===== src/rtl/stream_mux_pkg.sv =====
// Shared constants, lock FSM states and sizing helpers for the stream
// multiplexer and its arbiter.
package stream_mux_pkg;

  localparam int MODE_FIXED = 0;
  localparam int MODE_RR    = 1;

  typedef enum logic {
    IDLE,
    LOCKED
  } lock_state_t;

  function automatic int clog2(input int n);
    int r;
    int v;
    r = 0;
    v = n - 1;
    while (v > 0) begin
      r = r + 1;
      v = v >> 1;
    end
    return (r < 1) ? 1 : r;
  endfunction

  // Select width never drops below one bit, even for a single channel.
  function automatic int sel_width(input int channels);
    return clog2(channels);
  endfunction

endpackage


===== src/rtl/rr_arbiter.sv =====
// Fixed-priority or round-robin arbiter with a one-hot grant; owns the
// round-robin pointer, which moves past the winner when a grant is released.
module rr_arbiter
  import stream_mux_pkg::*;
#(
  parameter int  CHANNELS = 4,
  parameter int  MODE     = MODE_RR,
  localparam int SEL_W    = sel_width(CHANNELS)
) (
  input  logic                clk,
  input  logic                rst,
  input  logic [CHANNELS-1:0] req,
  input  logic                en,
  input  logic                grant_release,
  output logic [CHANNELS-1:0] grant,
  output logic [SEL_W-1:0]    grant_idx
);

  logic [SEL_W-1:0] ptr;
  logic [SEL_W-1:0] idx;
  logic             found;

  // Search starts at the pointer (or at 0 in fixed mode) and wraps.
  always_comb begin
    grant     = '0;
    grant_idx = '0;
    found     = 1'b0;
    idx       = '0;
    for (int k = 0; k < CHANNELS; k++) begin
      if (MODE == MODE_RR) begin
        idx = SEL_W'((int'(ptr) + k) % CHANNELS);
      end else begin
        idx = SEL_W'(k);
      end
      if (!found && req[idx]) begin
        found      = 1'b1;
        grant[idx] = 1'b1;
        grant_idx  = idx;
      end
    end
  end

  always_ff @(posedge clk or posedge rst) begin
    if (rst) begin
      ptr <= '0;
    end else if (MODE == MODE_RR && en && grant_release && found) begin
      ptr <= (int'(grant_idx) == CHANNELS - 1) ? '0 : grant_idx + SEL_W'(1);
    end
  end

endmodule


===== src/rtl/stream_mux_arb.sv =====
// N-channel valid/ready stream multiplexer with built-in arbitration,
// optional packet locking and a registered output stage.
module stream_mux_arb
  import stream_mux_pkg::*;
#(
  parameter int  WIDTH    = 8,
  parameter int  CHANNELS = 4,
  parameter int  MODE     = MODE_RR,
  parameter int  LOCK     = 1,
  localparam int SEL_W    = sel_width(CHANNELS)
) (
  input  logic                      clk,
  input  logic                      rst,
  input  logic [CHANNELS*WIDTH-1:0] in_data,
  input  logic [CHANNELS-1:0]       in_valid,
  input  logic [CHANNELS-1:0]       in_last,
  output logic [CHANNELS-1:0]       in_ready,
  input  logic                      out_ready,
  output logic [WIDTH-1:0]          out_data,
  output logic                      out_valid,
  output logic                      out_last,
  output logic [SEL_W-1:0]          out_sel,
  output logic                      busy
);

  lock_state_t         state;
  lock_state_t         state_next;
  logic [SEL_W-1:0]    lock_idx;
  logic [CHANNELS-1:0] lock_mask;
  logic [CHANNELS-1:0] req;
  logic [CHANNELS-1:0] grant;
  logic [SEL_W-1:0]    grant_idx;
  logic                adv;
  logic                accept;
  logic                acc_last;
  logic                release_now;
  logic [WIDTH-1:0]    acc_data;

  assign adv = ~out_valid | out_ready;

  // While locked only the owning channel may request, so the arbiter's
  // grant index (and therefore its pointer update) follows the lock.
  always_comb begin
    lock_mask           = '0;
    lock_mask[lock_idx] = 1'b1;
    req = (state == LOCKED) ? (in_valid & lock_mask) : in_valid;
  end

  rr_arbiter #(
    .CHANNELS(CHANNELS),
    .MODE    (MODE)
  ) u_arb (
    .clk          (clk),
    .rst          (rst),
    .req          (req),
    .en           (adv),
    .grant_release(release_now),
    .grant        (grant),
    .grant_idx    (grant_idx)
  );

  assign in_ready    = grant & {CHANNELS{adv}};
  assign accept      = |in_ready;
  assign acc_last    = |(in_last & grant);
  assign release_now = accept & ((LOCK == 0) | acc_last);

  always_comb begin
    acc_data = '0;
    for (int i = 0; i < CHANNELS; i++) begin
      if (grant[i]) begin
        acc_data = in_data[i*WIDTH +: WIDTH];
      end
    end
  end

  always_comb begin
    state_next = state;
    case (state)
      IDLE:    if (LOCK != 0 && accept && !acc_last) state_next = LOCKED;
      LOCKED:  if (accept && acc_last) state_next = IDLE;
      default: state_next = IDLE;
    endcase
  end

  always_ff @(posedge clk or posedge rst) begin
    if (rst) begin
      state    <= IDLE;
      lock_idx <= '0;
    end else begin
      state <= state_next;
      if (state == IDLE && accept) begin
        lock_idx <= grant_idx;
      end
    end
  end

  assign busy = (state == LOCKED);

  // Output register loads on accept, drains when the consumer takes it.
  always_ff @(posedge clk or posedge rst) begin
    if (rst) begin
      out_valid <= 1'b0;
      out_data  <= '0;
      out_last  <= 1'b0;
      out_sel   <= '0;
    end else if (adv) begin
      out_valid <= accept;
      if (accept) begin
        out_data <= acc_data;
        out_last <= acc_last;
        out_sel  <= grant_idx;
      end
    end
  end

endmodule

===== config.mk =====
export PLATFORM = sky130hd
export DESIGN_NAME = stream_mux_arb
export DESIGN_NICKNAME = d
export VERILOG_FILES = /design/src/rtl/stream_mux_pkg.sv /design/src/rtl/rr_arbiter.sv /design/src/rtl/stream_mux_arb.sv
export SDC_FILE = /design/constraint.sdc
export NUM_CORES = 1
export LEC_CHECK = 0
export ABC_AREA = 1
export BUFFER_PORTS_ARGS = -buffer_cell sky130_fd_sc_hd__buf_4
export CAP_MARGIN = 20
export CORE_MARGIN = 2
export CORE_UTILIZATION = 54
export CTS_CLUSTER_DIAMETER = 60
export DETAILED_ROUTE_END_ITERATION = 10
export GPL_TIMING_DRIVEN = 0
export PLACE_DENSITY_LB_ADDON = 0.15
export SLEW_MARGIN = 0
export SYNTH_ARGS = -nofsm -noshare
export SYNTH_HDL_FRONTEND = slang
export SYNTH_SLANG_ARGS = --single-unit

===== constraint.sdc =====
create_clock -name clk -period 6.77 [get_ports clk]
set_input_delay 0.3385 -clock clk [delete_from_list [all_inputs] [get_ports clk]]
set_output_delay 0.3385 -clock clk [all_outputs]
set_load 0.005 [all_outputs]

==> results.sh, run 1 <==
export IMPL_cts_tree="yes"
export IMPL_post_drt_via_cell_ratio=4.82
export IMPL_final_area_mm2=0.00216
export IMPL_worstMarginPinSlew_ps=593
export IMPL_area_growth_pct=31.0
export IMPL_drive_above_1_share_pct=30.2
export IMPL_ys_seq_area_share_pct=25.9
export IMPL_die_w_um=59.2
export IMPL_grt_pass1_vias=1418
export IMPL_syn_area_mm2=0.00165
export IMPL_crit_fanout=10
export IMPL_powerDensity_mw_per_mm2=630
export IMPL_numClockSinks=17
export IMPL_syn_area_per_cell_um2=6.21
export IMPL_fin_worst_skew_ps=0.743
export IMPL_gr_usage_all_layers_pct=21.1
export IMPL_fmax_ghz=0.346
export IMPL_drc=0
export IMPL_crit_family="simple AND/OR/NAND/NOR gates"
export IMPL_setup_tns_ps=0
export IMPL_maxCapViolCount=0
export IMPL_grt_max_degree=18
export IMPL_final_min_clock_period_ps=2890
export IMPL_cp_data_arrival_time_ps=2550
export IMPL_synth_edf_count=0
export IMPL_syn_nets=316
export IMPL_sw_frac_of_total_pct=55.3
export IMPL_crit_path_cell_trace="inv_2, ha_1, inv_1, nand3_1, nand2_1, nand2_2, nor2_4, nand3_2, nand2_2, nand2_2, inv_1, buf_4"
export IMPL_vias=1741
export IMPL_multiInputGateArea_mm2=0.00105
export IMPL_gp_congestion=0.920
export IMPL_p_leak_nw=1.31
export IMPL_startpoint_type="register"
export IMPL_ir_drop_v=0.000326
export IMPL_clkTransAtPathRegs_ps=90
export IMPL_drt_pass1_iter_count=4
export IMPL_clk_path_buf_depth=2
export IMPL_cp_num_buf_inv=4
export IMPL_switching_power_mw=0.752
export IMPL_io_buffers=59
export IMPL_synthArstFlopShare_pct=100
export IMPL_total_power_mw=1.36
export IMPL_holdBufCountCts=0
export IMPL_pwr_share_comb_pct=81.3
export IMPL_cts_resized=0
export IMPL_cp_common_cell="nand2_2"
export IMPL_final_util_pct=72.4
export IMPL_place_area_mm2=0.00213
export IMPL_ios=60
export IMPL_rsz0062_at_grt="no"
export IMPL_drtAntennaViolNets=0
export IMPL_pwr_share_seq_pct=15.0
export IMPL_drv_slew=0
export IMPL_start_util_pct=55.3
export IMPL_hp_class="input port to asynchronous set/reset pin"
export IMPL_yosys_register_bits=17
export IMPL_endpoint_kind="output pin"
export IMPL_num_rows=20
export IMPL_synth_cells=265
export IMPL_place_ws_ps=4110
export IMPL_drt_iter0_drc=76
export IMPL_period_share_pct=42.6
export IMPL_setup_ws_ps=3880
export IMPL_hpwl_um=3070
export IMPL_setup_viol=0
export IMPL_antenna_found_initial=0
export IMPL_dieArea_mm2=0.00350
export IMPL_core_area_mm2=0.00298
export IMPL_clockPowerShare_pct=3.7
export IMPL_critPathMaxStageDelay_ps=580
export IMPL_required_ps=6430
export IMPL_die_y_um=59.2
export IMPL_clk_insertion_delay_late_ps=270
export IMPL_htree_levels=1
export IMPL_cts_setup_buffers=0
export IMPL_internal_power_mw=0.607
export IMPL_drt_total_wl_um=3780
export IMPL_worst_setup_path_type="register to output pin"
export IMPL_cts_inserted_buffers=3
export IMPL_grt_first_pass_wirelength_um=6030
export IMPL_fin_nets=380
export IMPL_netlist_cell_type_count=23
export IMPL_avgRoutedWirePerCell_um=10.5
export IMPL_diodes=0
export IMPL_final_seq_area_um2=425
export IMPL_fillers=270
export IMPL_root_buffer="clkbuf_4"
export IMPL_slew_headroom_pct=60.4
export IMPL_crit_path_top_delay_cell="dfrtp_1"
export IMPL_run_status="finished, final reports clean"
export IMPL_grt_overflow=0
export IMPL_synthFlopType="dfrtp_1"
export IMPL_yosysWarnings=0
export IMPL_hold_viol_final=0
==> cells by family (layout without fill, tap and decap cells) <==
| family | Yosys count | after routing | share of synthesized area, % |
|---|---|---|---|
| AO/OA/AOI/OAI | 22 | 22 | 7.22 |
| adder cells (fa/ha/maj) | 8 | 8 | 6.08 |
| buffers and inverters | 36 | 99 | 10.3 |
| flip-flops | 17 | 17 | 25.9 |
| AND/OR/NAND/NOR | 182 | 182 | 50.6 |
==> cells in the mapped netlist (2+ instances only) <==
library cell | count | area share (%)
nand2_2 | 9 | 3.4
nand3_2 | 6 | 3.7
nand2_4 | 4 | 2.7
nand3_1 | 19 | 5.8
nor2_2 | 8 | 3.0
nor2_1 | 20 | 4.6
nand2_1 | 114 | 26
dfrtp_1 | 17 | 26
a21oi_1 | 17 | 5.2
nor2_4 | 2 | 1.4
ha_1 | 8 | 6.1
buf_6 | 2 | 1.4
inv_1 | 29 | 6.6
==> layer usage <==
metal  vias to the layer above  global-route usage, %  wire length (um)
li1                        941                      -                 -
met2                        57                   34.2              1730
met3                         0                  0.437               176
met4                         0                   1.95                 0
met1                       743                   32.4              1870
met5                         -                      0                 0
==> path summary, 6_finish.rpt <==
path / depth (start not counted) / end / start / slack (ps)
min in group clk: 5 / out_data[7] / in_data[23] / 380
max in group asynchronous: 2 / lock_idx[1] / rst / 6260
setup reg to reg: 12 / u_arb.ptr[1] / u_arb.ptr[0] / 4070
setup / recovery: 12 / in_ready[2] / u_arb.ptr[0] / 3880
hold reg to reg: 2 / out_last / out_last / 490
hold / removal: 2 / out_data[2] / rst / 120
==> sequential cells by signal (all words and copies together), names as in the netlist, named ones only <==
name	count
out_sel	2
lock_idx	2
out_valid	1
out_last	1
out_data	8
u_arb.ptr	2
==> cell usage in the layout (no fill, tap or decap), drive strengths merged <==
master	Yosys	final
o221ai	1	1
dfrtp	17	17
nand2	127	127
a21oi	17	17
inv	31	31
buf	5	64
ha	8	8
a31oi	1	1
o21ai	3	3
nor2	30	30
nand3	25	25
clkbuf	0	4
==> through the flow <==
| stage | std cells | hold WS [ps] |
|---|---|---|
| global placement | 357 | 439 |
| floorplan | 265 | 265 |
| CTS | 361 | 142 |
| global route | 361 | 174 |
| finish | 361 | 125 |
| detailed placement | 357 | 441 |
==> power by group through the flow <==
stage          Clock, mW  Sequential [mW]  Combinational (mW)
5_1_grt           0.0557            0.209                1.25
3_3_place_gp           0            0.202                1.07
6_report          0.0502            0.203                1.11
2_1_floorplan          0            0.197               0.843
4_1_cts           0.0504            0.202                1.10
3_5_place_dp           0            0.204                1.10
==> cell type report <==
type	count	share of cell area [%]
inverters	31	5.51
well taps	33	1.92
multi-input cells	212	48.8
flip-flops and latches	17	19.7
repair buffers	59	20.5
plain buffers	5	2.32
clock buffers	4	1.22
No activity file was read; power rests on OpenSTA's default activity.
==> run 2, diff against run 1 <==
Settings changed: CORE_UTILIZATION 54 to 50.
Clock period 6.77 ns to 2.9 ns, I/O delays scaled along.
==> run 2 against run 1 <==
Effect of this change:
- register-to-register slack worse by 3800 ps
- clock skew is 5.6 ps higher
- via count is 0.92% higher
- final cell count is 3.3% higher
- critical endpoint unchanged
- largest cell class unchanged
- die area is 7.4% higher
- global-route usage is 0.75 points higher
- wire length is 4.3% higher
- sequential share of layout area is 0.17 points lower
==> results.sh, run 2 (same netlist as run 1, synthesis figures left out) <==
export IMPL_hp_class="input port to register"
export IMPL_rsz0062_at_grt="no"
export IMPL_grt_overflow=0
export IMPL_layout_common_cells="nand2_1, buf_4, inv_1"
export IMPL_drc=0
export IMPL_crit_path_cell_trace="inv_1, ha_1, inv_1, nand3_1, nand2_1, nand2_2, nor2_4, nand3_2, nand2_2, nand2_2, inv_1, buf_4"
export IMPL_avgRoutedWirePerCell_um=10.6
export IMPL_p_leak_nw=1.31
export IMPL_largest_reg_flops=8
export IMPL_start_util_pct=53.0
export IMPL_cp_num_buf_inv=4
export IMPL_cp_data_arrival_time_ps=2520
export IMPL_setup_tns_ps=0
export IMPL_die_y_um=61.4
export IMPL_gp_congestion=0.899
export IMPL_total_power_mw=3.18
export IMPL_critPathMaxStageDelay_ps=540
export IMPL_clk_insertion_delay_late_ps=290
export IMPL_use_met3_pct=0.840
export IMPL_antenna_found_initial=0
export IMPL_drtAntennaViolNets=0
export IMPL_setup_viol=0
export IMPL_required_ps=2760
export IMPL_place_area_mm2=0.00214
export IMPL_drt_total_wl_um=3940
export IMPL_powerDensity_mw_per_mm2=1460
export IMPL_crit_family="simple AND/OR/NAND/NOR gates"
export IMPL_grt_first_pass_wirelength_um=6310
export IMPL_grt_use_met2_pct=35.7
export IMPL_clk_path_buf_depth=2
export IMPL_drt_iter0_drc=115
export IMPL_io_buffers=59
export IMPL_crit_path_top_delay_cell="dfrtp_1"
export IMPL_diodes=0
export IMPL_grt_pass1_vias=1517
export IMPL_crit_fanout=10
export IMPL_drv_slew=0
export IMPL_maxCapViolCount=0
export IMPL_grt_use_met1_pct=31.1
export IMPL_largest_register="out_data"
export IMPL_fin_worst_skew_ps=6.35
export IMPL_final_area_mm2=0.00218
export IMPL_final_seq_area_um2=427
export IMPL_fmax_ghz=0.376
export IMPL_ios=60
export IMPL_slew_headroom_pct=58.7
export IMPL_final_common_cell="nand2_1"
export IMPL_gr_usage_all_layers_pct=21.9
export IMPL_final_min_clock_period_ps=2660
export IMPL_dieArea_mm2=0.00377
export IMPL_die_w_um=61.4
export IMPL_startpoint_type="register"
export IMPL_drive_above_1_share_pct=30.4
export IMPL_clkTransAtPathRegs_ps=90
export IMPL_worstMarginPinSlew_ps=618
export IMPL_drt_pass1_iter_count=4
export IMPL_vias=1757
export IMPL_root_buffer="clkbuf_4"
export IMPL_area_growth_pct=32.5
export IMPL_hpwl_um=3130
export IMPL_core_area_mm2=0.00310
export IMPL_cts_tree="yes"
export IMPL_cts_inserted_buffers=3
export IMPL_multiInputGateArea_mm2=0.00105
export IMPL_hold_viol_final=0
export IMPL_busiest_layer="met2"
export IMPL_num_rows=20
export IMPL_endpoint_kind="output pin"
export IMPL_cts_setup_buffers=0
export IMPL_fillers=301
export IMPL_htree_levels=1
export IMPL_grt_max_degree=18
export IMPL_worst_setup_path_type="register to output pin"
export IMPL_ir_drop_v=0.000868
export IMPL_post_drt_via_cell_ratio=4.71
export IMPL_fin_nets=381
export IMPL_numClockSinks=17
export IMPL_period_share_pct=91.8
export IMPL_run_status="finished, final reports clean"
## run 2: changes by cell type in the layout (fill, tap and decap cells not counted)
cell / previous run / this run
dfrtp_2: 0 / 1
dfrtp_1: 17 / 16
dlygate4sd3_1: 0 / 1
## run 2: path summary, 6_finish.rpt
check / from / end / slack, ps / cells past startpoint
hold reg to reg: out_data[5] / out_data[5] / 490 / 2
setup reg to reg: u_arb.ptr[1] / u_arb.ptr[1] / 260 / 12
setup / recovery: u_arb.ptr[1] / in_ready[2] / 240 / 12
hold / removal: in_data[16] / out_data[0] / 150 / 5
max in group asynchronous: rst / u_arb.ptr[0] / 1980 / 3
min in group asynchronous: rst / out_last / 480 / 3
## run 2: timing repair
item | 4_1_cts | 5_1_grt
resized for setup | 0 | 1
endpoints found under the setup margin | 0 | 1
hold buffers | 1 | 0
endpoints found under the hold margin | 17 | 0
## run 2: layout make-up
class                           instances  share of cell area [%]
Buffer                                  5                    2.29
Clock buffer                            4                    1.20
Inverter                               31                    5.45
Multi-Input combinational cell        212                    48.2
Sequential cell                        17                    19.6
Tap cell                               44                    2.52
Timing Repair Buffer                   60                    20.8
## run 2: layer usage
| layer | vias up | share of wire, % | wire, um |
|---|---|---|---|
| met5 | - | 0 | 0 |
| met4 | 0 | 1.3 | 50 |
| met3 | 4 | 5.4 | 211 |
| met2 | 54 | 46 | 1810 |
| met1 | 757 | 47 | 1870 |
| li1 | 942 | - | - |
## run 2: metrics by stage
step           utilization, %  cells  worst slack [ps]  hold slack (ps)
4_1_cts                  70.2    373               202              151
3_5_place_dp             69.1    368               281              250
2_1_floorplan               -    265               629             71.1
6_report                 70.3    373               237              155
5_1_grt                  70.3    373              20.0              165
3_3_place_gp             69.1    368               297              257
## run 2: report_power, final
group	switching (mW)	leakage [nW]	total [mW]	internal [mW]
Sequential	0.104	0.213	0.472	0.368
Clock	0.0702	0.0150	0.124	0.0536
Combinational	1.59	1.08	2.59	0.999
## run 2: tightest hold or removal path: stages
cell	delay, ps
buf_4	80
a21oi_1	50
nand2_1	50
nand2_1	40
nand2_1	40
==> run 3, diff against run 2 <==
==> constraint.sdc (replaced) <==
create_clock -name clk -period 2.9 [get_ports clk]
set_input_delay 0.29 -clock clk [delete_from_list [all_inputs] [get_ports clk]]
set_output_delay 0.29 -clock clk [all_outputs]
set_load 0.005 [all_outputs]
==> run 3 against run 2 <==
Effect of this change:
- critical path depth is the same
- clock-buffer cell count is the same
- worst setup slack lost 52 ps
- hold slack lost 88 ps
- sequential power is essentially flat
- power is essentially flat
- utilization shrank 0.28 points
- non-clock buffer count shrank 1
==> results.sh, run 3 (same netlist as run 1, synthesis figures left out) <==
export IMPL_clkTransAtPathRegs_ps=90
export IMPL_grt_pass1_vias=1505
export IMPL_grt_max_degree=18
export IMPL_io_buffers=59
export IMPL_drc=0
export IMPL_clockPowerShare_pct=3.9
export IMPL_crit_path_top_delay_cell="dfrtp_2"
export IMPL_final_common_cell="nand2_1"
export IMPL_clk_insertion_delay_late_ps=290
export IMPL_drive_above_1_share_pct=30.8
export IMPL_worstMarginPinSlew_ps=619
export IMPL_worst_setup_path_type="register to output pin"
export IMPL_drt_pass1_iter_count=4
export IMPL_die_w_um=61.4
export IMPL_post_drt_via_cell_ratio=4.69
export IMPL_fin_worst_skew_ps=6.35
export IMPL_antenna_found_initial=0
export IMPL_switching_power_mw=1.76
export IMPL_root_buffer="clkbuf_4"
export IMPL_start_util_pct=53.0
export IMPL_run_status="finished, final reports clean"
export IMPL_num_rows=20
export IMPL_final_min_clock_period_ps=2710
export IMPL_gr_usage_all_layers_pct=21.8
export IMPL_die_y_um=61.4
export IMPL_ios=60
export IMPL_slew_headroom_pct=58.7
export IMPL_rsz0062_at_grt="no"
export IMPL_pwr_share_comb_pct=81.2
export IMPL_final_util_pct=70.0
export IMPL_clk_path_buf_depth=2
export IMPL_crit_path_cell_trace="inv_2, ha_1, inv_1, nand3_1, nand2_1, nand2_2, nor2_4, nand3_2, nand2_2, nand2_2, inv_1, buf_4"
export IMPL_cp_common_cell="nand2_2"
export IMPL_internal_power_mw=1.42
export IMPL_core_area_mm2=0.00310
export IMPL_setup_viol=0
export IMPL_total_power_mw=3.18
export IMPL_required_ps=2610
export IMPL_hold_viol_final=0
export IMPL_sw_frac_of_total_pct=55.3
export IMPL_area_growth_pct=32.0
export IMPL_final_seq_area_um2=428
export IMPL_fin_nets=380
export IMPL_ir_drop_v=0.000868
export IMPL_drtAntennaViolNets=0
export IMPL_maxCapViolCount=0
export IMPL_cts_setup_buffers=0
export IMPL_powerDensity_mw_per_mm2=1470
export IMPL_fmax_ghz=0.368
export IMPL_drt_total_wl_um=3930
export IMPL_dieArea_mm2=0.00377
export IMPL_p_leak_nw=1.30
export IMPL_fillers=303
export IMPL_hpwl_um=3130
export IMPL_vias=1746
export IMPL_critPathMaxStageDelay_ps=510
export IMPL_cp_data_arrival_time_ps=2420
export IMPL_largest_reg_flops=8
export IMPL_pwr_share_seq_pct=14.9
export IMPL_drt_iter0_drc=111
export IMPL_hp_class="input port to asynchronous set/reset pin"
export IMPL_multiInputGateArea_mm2=0.00105
export IMPL_layout_common_cells="nand2_1, buf_4, inv_1"
export IMPL_r2r_cells=12
export IMPL_cts_inserted_buffers=3
export IMPL_period_share_pct=93.6
export IMPL_avgRoutedWirePerCell_um=10.6
export IMPL_cts_tree="yes"
export IMPL_startpoint_type="register"
export IMPL_endpoint_kind="output pin"
export IMPL_drv_slew=0
export IMPL_grt_overflow=0
export IMPL_grt_first_pass_wirelength_um=6290
export IMPL_crit_fanout=10
export IMPL_setup_tns_ps=0
export IMPL_largest_register="out_data"
export IMPL_gp_congestion=0.899
export IMPL_diodes=0
export IMPL_numClockSinks=17
export IMPL_htree_levels=1
[run 3: cell count changes in the layout (fill, tap and decap cells not counted)]
cell           change
dfrtp_2            +1
dlygate4sd3_1      -1
dfrtp_1            -1
[run 3: metal layers]
metal / GRT usage [%] / routed length, um
met1: 31.1 / 1880
met2: 35.4 / 1830
met3: 0.840 / 200
met4: 7.29 / 23
met5: 0 / 0
[run 3: final cells by class]
class,instances,area share [%]
well taps,44,2.53
inverters,31,5.47
clock buffers,4,1.21
repair buffers,59,20.4
flip-flops and latches,17,19.7
multi-input cells,212,48.4
plain buffers,5,2.30
[run 3: final timing paths]
kind	start	to	slack [ps]
min in group clk	in_data[16]	out_data[0]	300
max	u_arb.ptr[0]	in_ready[2]	190
min reg2reg	out_data[5]	out_data[5]	490
min	rst	out_last	70
max reg2reg	u_arb.ptr[0]	u_arb.ptr[1]	350
max in group asynchronous	rst	u_arb.ptr[0]	2400
[run 3: critical path: cells and delay by family (launching register included)]
kind,cells,cell delay [ps]
buffers and inverters,4,460
AND/OR/NAND/NOR,7,790
adder cells (fa/ha/maj),1,380
flip-flops,1,510
[run 3: timing repair]
item                                    4_1_cts  5_1_grt
endpoints found under the setup margin        0        4
resized for setup                             0        2
hold buffers                                  0        0
[run 3: through the flow]
step           setup WS (ps)  hold WS (ps)  cell area [um^2]  instances
2_1_floorplan            629           216              1650        265
3_3_place_gp             297           402              2140        368
3_5_place_dp             281           395              2140        368
4_1_cts                 57.1          73.5              2170        372
5_1_grt               0.0364           104              2170        372
6_report                 185          67.0              2170        372
[run 3: power by group through the flow]
stage          Sequential (mW)  Combinational (mW)  Clock [mW]
2_1_floorplan            0.461                1.97           0
3_3_place_gp             0.470                2.53           0
3_5_place_dp             0.476                2.58           0
4_1_cts                  0.470                2.59       0.126
5_1_grt                  0.492                2.94       0.137
6_report                 0.474                2.59       0.124
